$ cat config.mk
export PLATFORM = sky130hd
export DESIGN_NAME = tv_bt656_decoder
export DESIGN_NICKNAME = d
export VERILOG_FILES = /design/src/rtl/tv_bt656_decoder.sv
export SDC_FILE = /design/constraint.sdc
export NUM_CORES = 1
export LEC_CHECK = 0
export CAP_MARGIN = 20
export CORE_MARGIN = 2
export CORE_UTILIZATION = 54
export DETAILED_ROUTE_END_ITERATION = 12
export PLACE_DENSITY_LB_ADDON = 0.2
export SYNTH_ARGS = -nofsm -noshare
export SYNTH_HDL_FRONTEND = slang
export SYNTH_SLANG_ARGS = --single-unit
$ cat constraint.sdc
create_clock -name clk -period 2.8 [get_ports clk]
set_input_delay 0.42 -clock clk [delete_from_list [all_inputs] [get_ports clk]]
set_output_delay 0.42 -clock clk [all_outputs]
set_load 0.01 [all_outputs]
$ cat src/rtl/tv_bt656_decoder.sv
// BT.656 byte-stream decoder.
// Tracks TRS preambles (FF 00 00 XY), validates the XY protection bits and
// turns the Cb-Y-Cr-Y active video between SAV and EAV into 16-bit pixels.
// Each pixel carries a 1-based x/y position and a running pixel index
// within the field. Every output is registered.
module tv_bt656_decoder #(
  parameter int H_ACTIVE = 720,
  parameter int Y_MAX    = 1023
) (
  input  logic        clk,
  input  logic        reset,
  input  logic [7:0]  td_data,
  output logic        tv_field,
  output logic [20:0] tv_lin,
  output logic        tv_dval,
  output logic [9:0]  tv_x,
  output logic [9:0]  tv_y,
  output logic [15:0] data_out,
  output logic        sync_err
);

  localparam logic [9:0] H_ACT = 10'(H_ACTIVE);
  localparam logic [9:0] Y_LIM = 10'(Y_MAX);

  typedef enum logic [1:0] {
    S_SEARCH = 2'd0,
    S_FF     = 2'd1,
    S_00     = 2'd2,
    S_0000   = 2'd3
  } trs_state_t;

  // Checks an XY byte: the marker bit must be set and the four protection
  // bits must match the F/V/H flags.
  function automatic logic xy_ok(input logic [7:0] xy);
    logic f;
    logic v;
    logic h;
    f = xy[6];
    v = xy[5];
    h = xy[4];
    return xy[7] && (xy[3:0] == {v ^ h, f ^ h, f ^ v, f ^ v ^ h});
  endfunction

  trs_state_t  trs_q, trs_d;
  logic        cap_q, cap_d;
  logic [1:0]  phase_q, phase_d;
  logic [9:0]  x_q, x_d;
  logic [9:0]  y_q, y_d;
  logic [20:0] lin_q, lin_d;
  logic [7:0]  c_q, c_d;

  logic        field_q, field_d;
  logic        dval_q, dval_d;
  logic [9:0]  tvx_q, tvx_d;
  logic [9:0]  tvy_q, tvy_d;
  logic [20:0] tvlin_q, tvlin_d;
  logic [15:0] dout_q, dout_d;
  logic        serr_q, serr_d;

  logic        xy_valid_s;
  logic        xy_bad_s;
  logic        trs_byte_s;

  // TRS preamble recogniser: one transition per byte.
  always_comb begin
    trs_d = S_SEARCH;
    case (trs_q)
      S_SEARCH: begin
        if (td_data == 8'hFF) begin
          trs_d = S_FF;
        end else begin
          trs_d = S_SEARCH;
        end
      end
      S_FF: begin
        if (td_data == 8'h00) begin
          trs_d = S_00;
        end else if (td_data == 8'hFF) begin
          trs_d = S_FF;
        end else begin
          trs_d = S_SEARCH;
        end
      end
      S_00: begin
        if (td_data == 8'h00) begin
          trs_d = S_0000;
        end else if (td_data == 8'hFF) begin
          trs_d = S_FF;
        end else begin
          trs_d = S_SEARCH;
        end
      end
      S_0000: trs_d = S_SEARCH;
      default: trs_d = S_SEARCH;
    endcase
  end

  // Classify the current byte: XY decode result, and whether it belongs to
  // a TRS (a 00 after FF, or the XY itself). FF/00 never occur as legal
  // video, so such a byte is never turned into a pixel.
  always_comb begin
    xy_valid_s = 1'b0;
    xy_bad_s   = 1'b0;
    trs_byte_s = 1'b0;
    if (trs_q == S_0000) begin
      xy_valid_s = xy_ok(td_data);
      xy_bad_s   = !xy_ok(td_data);
      trs_byte_s = 1'b1;
    end else if ((trs_q == S_FF || trs_q == S_00) && td_data == 8'h00) begin
      trs_byte_s = 1'b1;
    end else begin
      trs_byte_s = 1'b0;
    end
  end

  // Capture datapath and output next-state: pixel assembly, counters and
  // the effect of a valid XY (which overrides the capture update).
  always_comb begin
    cap_d   = cap_q;
    phase_d = phase_q;
    x_d     = x_q;
    y_d     = y_q;
    lin_d   = lin_q;
    c_d     = c_q;
    field_d = field_q;
    dval_d  = 1'b0;
    tvx_d   = tvx_q;
    tvy_d   = tvy_q;
    tvlin_d = tvlin_q;
    dout_d  = dout_q;
    serr_d  = xy_bad_s;

    if (cap_q) begin
      phase_d = phase_q + 2'd1;
      if (!phase_q[0]) begin
        // Chroma byte: Cb at phase 0, Cr at phase 2.
        c_d = td_data;
      end else if (!trs_byte_s) begin
        // Luma byte: emit a pixel while the line still has room.
        if (x_q < H_ACT) begin
          dval_d  = 1'b1;
          dout_d  = {td_data, c_q};
          tvx_d   = x_q + 10'd1;
          tvy_d   = y_q;
          tvlin_d = lin_q;
          x_d     = x_q + 10'd1;
          lin_d   = lin_q + 21'd1;
          if (x_q == H_ACT - 10'd1) begin
            cap_d = 1'b0;
          end else begin
            cap_d = 1'b1;
          end
        end else begin
          cap_d = 1'b0;
        end
      end else begin
        c_d = c_q;
      end
    end else begin
      phase_d = phase_q;
    end

    if (xy_valid_s) begin
      if (td_data[5]) begin
        // Vertical blanking: restart line and field pixel counting.
        y_d   = 10'd0;
        lin_d = 21'd0;
        cap_d = 1'b0;
      end else if (td_data[4]) begin
        // EAV: end of active line.
        cap_d = 1'b0;
      end else begin
        // SAV: new active line starts with the next byte.
        field_d = td_data[6];
        if (y_q >= Y_LIM) begin
          y_d = Y_LIM;
        end else begin
          y_d = y_q + 10'd1;
        end
        x_d     = 10'd0;
        phase_d = 2'd0;
        cap_d   = 1'b1;
      end
    end else begin
      field_d = field_q;
    end
  end

  // State and output registers with synchronous reset.
  always_ff @(posedge clk) begin
    if (reset) begin
      trs_q   <= S_SEARCH;
      cap_q   <= 1'b0;
      phase_q <= 2'd0;
      x_q     <= 10'd0;
      y_q     <= 10'd0;
      lin_q   <= 21'd0;
      c_q     <= 8'd0;
      field_q <= 1'b0;
      dval_q  <= 1'b0;
      tvx_q   <= 10'd0;
      tvy_q   <= 10'd0;
      tvlin_q <= 21'd0;
      dout_q  <= 16'd0;
      serr_q  <= 1'b0;
    end else begin
      trs_q   <= trs_d;
      cap_q   <= cap_d;
      phase_q <= phase_d;
      x_q     <= x_d;
      y_q     <= y_d;
      lin_q   <= lin_d;
      c_q     <= c_d;
      field_q <= field_d;
      dval_q  <= dval_d;
      tvx_q   <= tvx_d;
      tvy_q   <= tvy_d;
      tvlin_q <= tvlin_d;
      dout_q  <= dout_d;
      serr_q  <= serr_d;
    end
  end

  assign tv_field = field_q;
  assign tv_lin   = tvlin_q;
  assign tv_dval  = dval_q;
  assign tv_x     = tvx_q;
  assign tv_y     = tvy_q;
  assign data_out = dout_q;
  assign sync_err = serr_q;

endmodule

After elaboration in Yosys (flattened, before gate mapping). Index checks and enable logic that the tools add are counted.

Multiply operators: 0. Div/mod/pow operators: 0. Order comparisons: 2. Shift-type cells: 0. Bitwise operators: 10. Multiplexer cells: 36. $add $sub $neg: 4. Equal/unequal tests: 7. Reductions and logical operators: 12.

Operators with widths (count): 21-bit two-way mux (6); 10-bit two-way mux (10); 21-bit by 1-bit adder with 21-bit output, second input constant (1); 10-bit by 1-bit adder with 10-bit output, second input constant (2); 1-bit two-way mux (13); 2-bit two-way mux (6); 10-bit == test, second input constant (1); 10-bit greater-or-equal comparator, second input constant (1); 10-bit less-than comparator, second input constant (1); 8-bit == test, second input constant (1); 8-bit zero test (1); 2-bit case mux with 4 select lines (1); 1-bit inverter (6); 2-bit == test, second input constant (2); 4-bit == test (1); 2-bit AND reduction (2); 4-bit AND reduction (1); 4-bit OR reduction (1); 1-bit XOR (4); 3-bit AND reduction (1); 2-bit by 1-bit adder with 2-bit output, second input constant (1); 2-bit by 1-bit == test with 1-bit output, second input constant (1); 1-bit logical AND (2); 2-bit zero test (1); 4 further kinds (4).

Memories: 0. RAM bits: 0. Bits in latches: 0. Register bits after elaboration: 114. Bits in read-only memories: 0.

Depth between registers and ports, before layout.
Word-level depth: 11. Depth in mapped cells: 10. Depth with buffers taken out: 8.

Worst setup path after synthesis. No wires, ideal clock.

Kind: in2reg. Start: in td_data[5]. End: reg y_q[1]. Slack: 0.192 ns. Path buffers: 2. Stages: 10. Data arrival time: 2.481 ns. Cell sequence: clkbuf_8 > clkinv_1 > ha_1 > xor2_1 > a211oi_1 > inv_1 > a2111oi_4 > buf_6 > mux2i_1 > nor2_1.

Cells in the longest elaborated chain, start to end: 6. Elaborated cells on any way between the ends: 9. Those cells by class: eq/ne (2); mux (2); bitwise (3); reduce/logical (2).

Ends and longest elaborated chain: from (decl) (line 12) `input logic [7:0] td_data,`; 1-bit XOR (2 in series) (line 41) `return xy[7] && (xy[3:0] == {v ^ h, f ^ h, f ^ v, f ^ v ^ h});`; 4-bit == test (line 41); 1-bit logical AND (line 41); 1-bit two-way mux (line 105) `if (trs_q == S_0000) begin`; 2-bit AND reduction (no line); to (signal assigned) (line 211) `y_q <= y_d;`; to (decl) (line 48) `logic [9:0] y_q, y_d;`.

Several ways; a longest one is shown, not always the timed one. A chain may end at the register's enable or synchronous reset.

Worst setup path after layout.
Start: in td_data[5]. End: reg tvx_q[4] (netlist: tv_x[4]).

Cells in the longest elaborated chain, start to end: 6.

Ends and longest elaborated chain: 8-bit zero test (line 109) `end else if ((trs_q == S_FF || trs_q == S_00) && td_data == 8'h00) begin`; 1-bit logical AND (line 109); 1-bit two-way mux (line 109); 1-bit two-way mux (line 105); 1-bit inverter (no line); 4-bit AND reduction (no line); to (signal assigned) (line 216) `tvx_q <= tvx_d;`; to (decl) (line 54) `logic [9:0] tvx_q, tvx_d;`.

Every way passes these cells.

==> results.ini <==
[outcome]
status=finished, final reports clean

[yosys]
synthCells=577
synth_nets=599
synth-adder-area-share_pct=3.069
async_flop_share_pct=0
synth_edf_count=0
ys_seq_elements=113
synth_area_per_cell_um2=8.479
synth_cell_types=50
syn_area_mm2=0.004892
ys_warn_count=0
synthMuxAreaShare_pct=2.251
synth_compound_area_share_pct=13.76
ys_seq_area_share_pct=46.24
synth_top_area_cell=dfxtp_1
synth-xor-area-share_pct=6.803
synthFlopType=dfxtp_1
synthSimpleGateAreaFrac_pct=22.38
yosys-top-cells-area=dfxtp_1 (46%), nand2_1 (9.6%), a21oi_1 (6.1%)
yosys.area.top_type_share_pct=46.24
synth_top_family_by_area=simple AND/OR/NAND/NOR gates

[sta]
fin_crit_sh_pct=84.60
rsz0062_at_grt=false
final.min_clock_period_ns=2.369
tightestPinTransition_ns=0.9551
hold_violations=0
clock_skew_ns=0.007556
drv_slew=0
relSlewSlack_pct=36.17
finalSetupViolCount=0
fin_ws_ns=0.4313
fmax_ghz=0.4222

[global_routing]
grt_pass1_vias=4094
grt.total_usage_pct=23.54
gr-total-overflow=0
grt_antenna_before_repair=0
grt_pass1_wl_mm=18.73
grt_start_max_net_pins=54

[final_layout]
diodes=0
final_core_util_pct=72.49
stdcell_area_mm2=0.006352
finalNetCount=675
drive_gt1_share_pct=10.51
syn_to_final_growth_pct=29.85

[routing]
ant_nets=0
drt_first_pass_iters=5
drc=0
wl_mm=11.00
post_drt_wl_per_cell_um=14.21
num_vias=4195
vias_per_cell=5.420
drt-initial-drc-count=156

[clock_tree]
clockRootBuffer=clkbuf_8
cts.sinks=113
clock_latency_ns=0.52
cts_buffer_depth=2
cts_hold_buf=0
cts_tree=built
post_cts_resized=0
clk_pin_slew_ns=0.06
cts_buffers=17
post_cts_buffers=0
htree_levels=4

[place]
place.gp.congestion=0.8241
hpwl_mm=7.329
dp_slack_ns=-0.09386
port_buffers=69
post_dp_cell_area_mm2=0.005727

[power_and_ir_drop]
combPwrFrac_pct=2.7
p_int_mw=3.147
power_leakage_nw=2.216
power_density_mw_per_mm2=625.9
p_sw_share_pct=20.85
p_clk_share_pct=56.8
p_seq_share_pct=40.5
total_power_mw=3.976
p_sw_uw=829.1
vdd.ir_drop.worst_v=0.0005489

[hold_path]
hold_path_class=in -> reg

[floorplan]
die_x_um=99.18
die_area_mm2=0.009837
core_mm2=0.008763
rows=34
initial_core_util_pct=55.83
die_h_um=99.18
io_pins=70

[run]
cap_viol_max_count=0

[critical_path]
reg2reg_depth=7
regToRegEndpoint=tv_x[4]$_SDFFE_PP0P_
startpoint=td_data[5]
rr_startpoint=trs_q[0]$_SDFF_PP0_
start_kind=input pin
required_ns=3.23
path_class=in -> reg
endpoint_kind=flip-flop
crit_arrival_ns=2.80
crit_fanout=38
critPathCapture=tv_x[4]$_SDFFE_PP0P_
r2r_slack_ns=0.46

## cell usage in the layout, fill, tap and decap left out, types with 12 or more instances in the layout
cell type        count
nand2_1            125
dfxtp_1            113
nor2_1              68
clkdlybuf4s50_1     68
a21oi_1             60
xor2_1              26
buf_4               21
nand3_1             20
a211oi_1            18
clkbuf_16           16
xnor2_1             12
ha_1                12
## worst min path at each step
stage          slack (ns)  depth (start not counted)                 from                  endpoint
4_1_cts              0.36                          2                reset       c_q[0]$_SDFFE_PP0P_
6_report             0.36                          2                reset       c_q[1]$_SDFFE_PP0P_
3_5_place_dp         0.45                          2  c_q[4]$_SDFFE_PP0P_  data_out[4]$_SDFFE_PP0P_
5_1_grt              0.38                          2                reset       c_q[0]$_SDFFE_PP0P_
3_3_place_gp         0.44                          2  c_q[4]$_SDFFE_PP0P_  data_out[4]$_SDFFE_PP0P_
2_1_floorplan        0.43                          2  c_q[0]$_SDFFE_PP0P_  data_out[0]$_SDFFE_PP0P_
## power by group through the flow
stage	Sequential, mW	Clock, mW	Combinational, mW
2_1_floorplan	1.64	0	0.0677
3_3_place_gp	1.64	0	0.104
3_5_place_dp	1.64	0	0.107
4_1_cts	1.61	2.28	0.108
5_1_grt	1.61	2.36	0.117
6_report	1.61	2.26	0.109
## cell families (layout without fill, tap and decap cells)
logic type               count (synthesis)  after routing
AND/OR/NAND/NOR                        251            251
flip-flops                             113            113
AO/OA/AOI/OAI                          105            105
buffers and inverters                   47            136
XOR/XNOR                                38             38
adder cells (fa/ha/maj)                 12             12
multiplexers                            11             11
## routing by layer
metal,wire (µm),GRT usage (%),vias up
met2,5534,40.33,103
met4,115,8.219,0
met5,0,0,-
met1,4901,28.99,1973
li1,-,-,2106
met3,445,5.692,13
## per-stage QoR
stage	TNS, ns	hold WS (ns)	std cells
5_1_grt	0	0.3751	774
2_1_floorplan	0	0.4312	577
6_report	0	0.3646	774
3_5_place_dp	-0.7051	0.4476	742
4_1_cts	0	0.3594	774
3_3_place_gp	0	0.4425	742
## synth_stat cells (5+ instances only)
master and n:
dfxtp_1 113, a21oi_1 60, nand3_1 20, o21ai_0 5, clkbuf_1 16, xnor2_1 12, a211oi_1 18, inv_1 9
buf_2 5, mux2i_1 11, buf_4 7, xor2_1 26, nand4_1 8, nor2_1 69, ha_1 12, and3_1 6
nand2_1 125
## registers in the layout, indices dropped and copies added, names as in the netlist
register and flops:
tv_lin 21, x_q 10, lin_q 21, tv_field 1, cap_q 1, c_q 8
tv_y 10, y_q 10, phase_q 1, tv_x 10, tv_dval 1, trs_q 2
data_out 16, sync_err 1
## area by class of cell
type | instances | area [µm²]
Fill cell | 678 | 2411
Inverter | 10 | 37.54
Sequential cell | 113 | 2262
Tap cell | 108 | 135.1
Clock inverter | 12 | 180.2
Clock buffer | 20 | 445.4
Multi-Input combinational cell | 417 | 2369
Timing Repair Buffer | 94 | 923.4
## worst max-delay path, stage by stage
cell and delay, ns:
clkdlybuf4s50_1 0.48, clkinv_1 0.08, ha_1 0.20, or4b_1 0.25
o31ai_4 0.11, nor2_4 0.74, buf_4 0.26, nor2_1 0.04
a211oi_1 0.21
No activity file was read; power rests on OpenSTA's default activity.
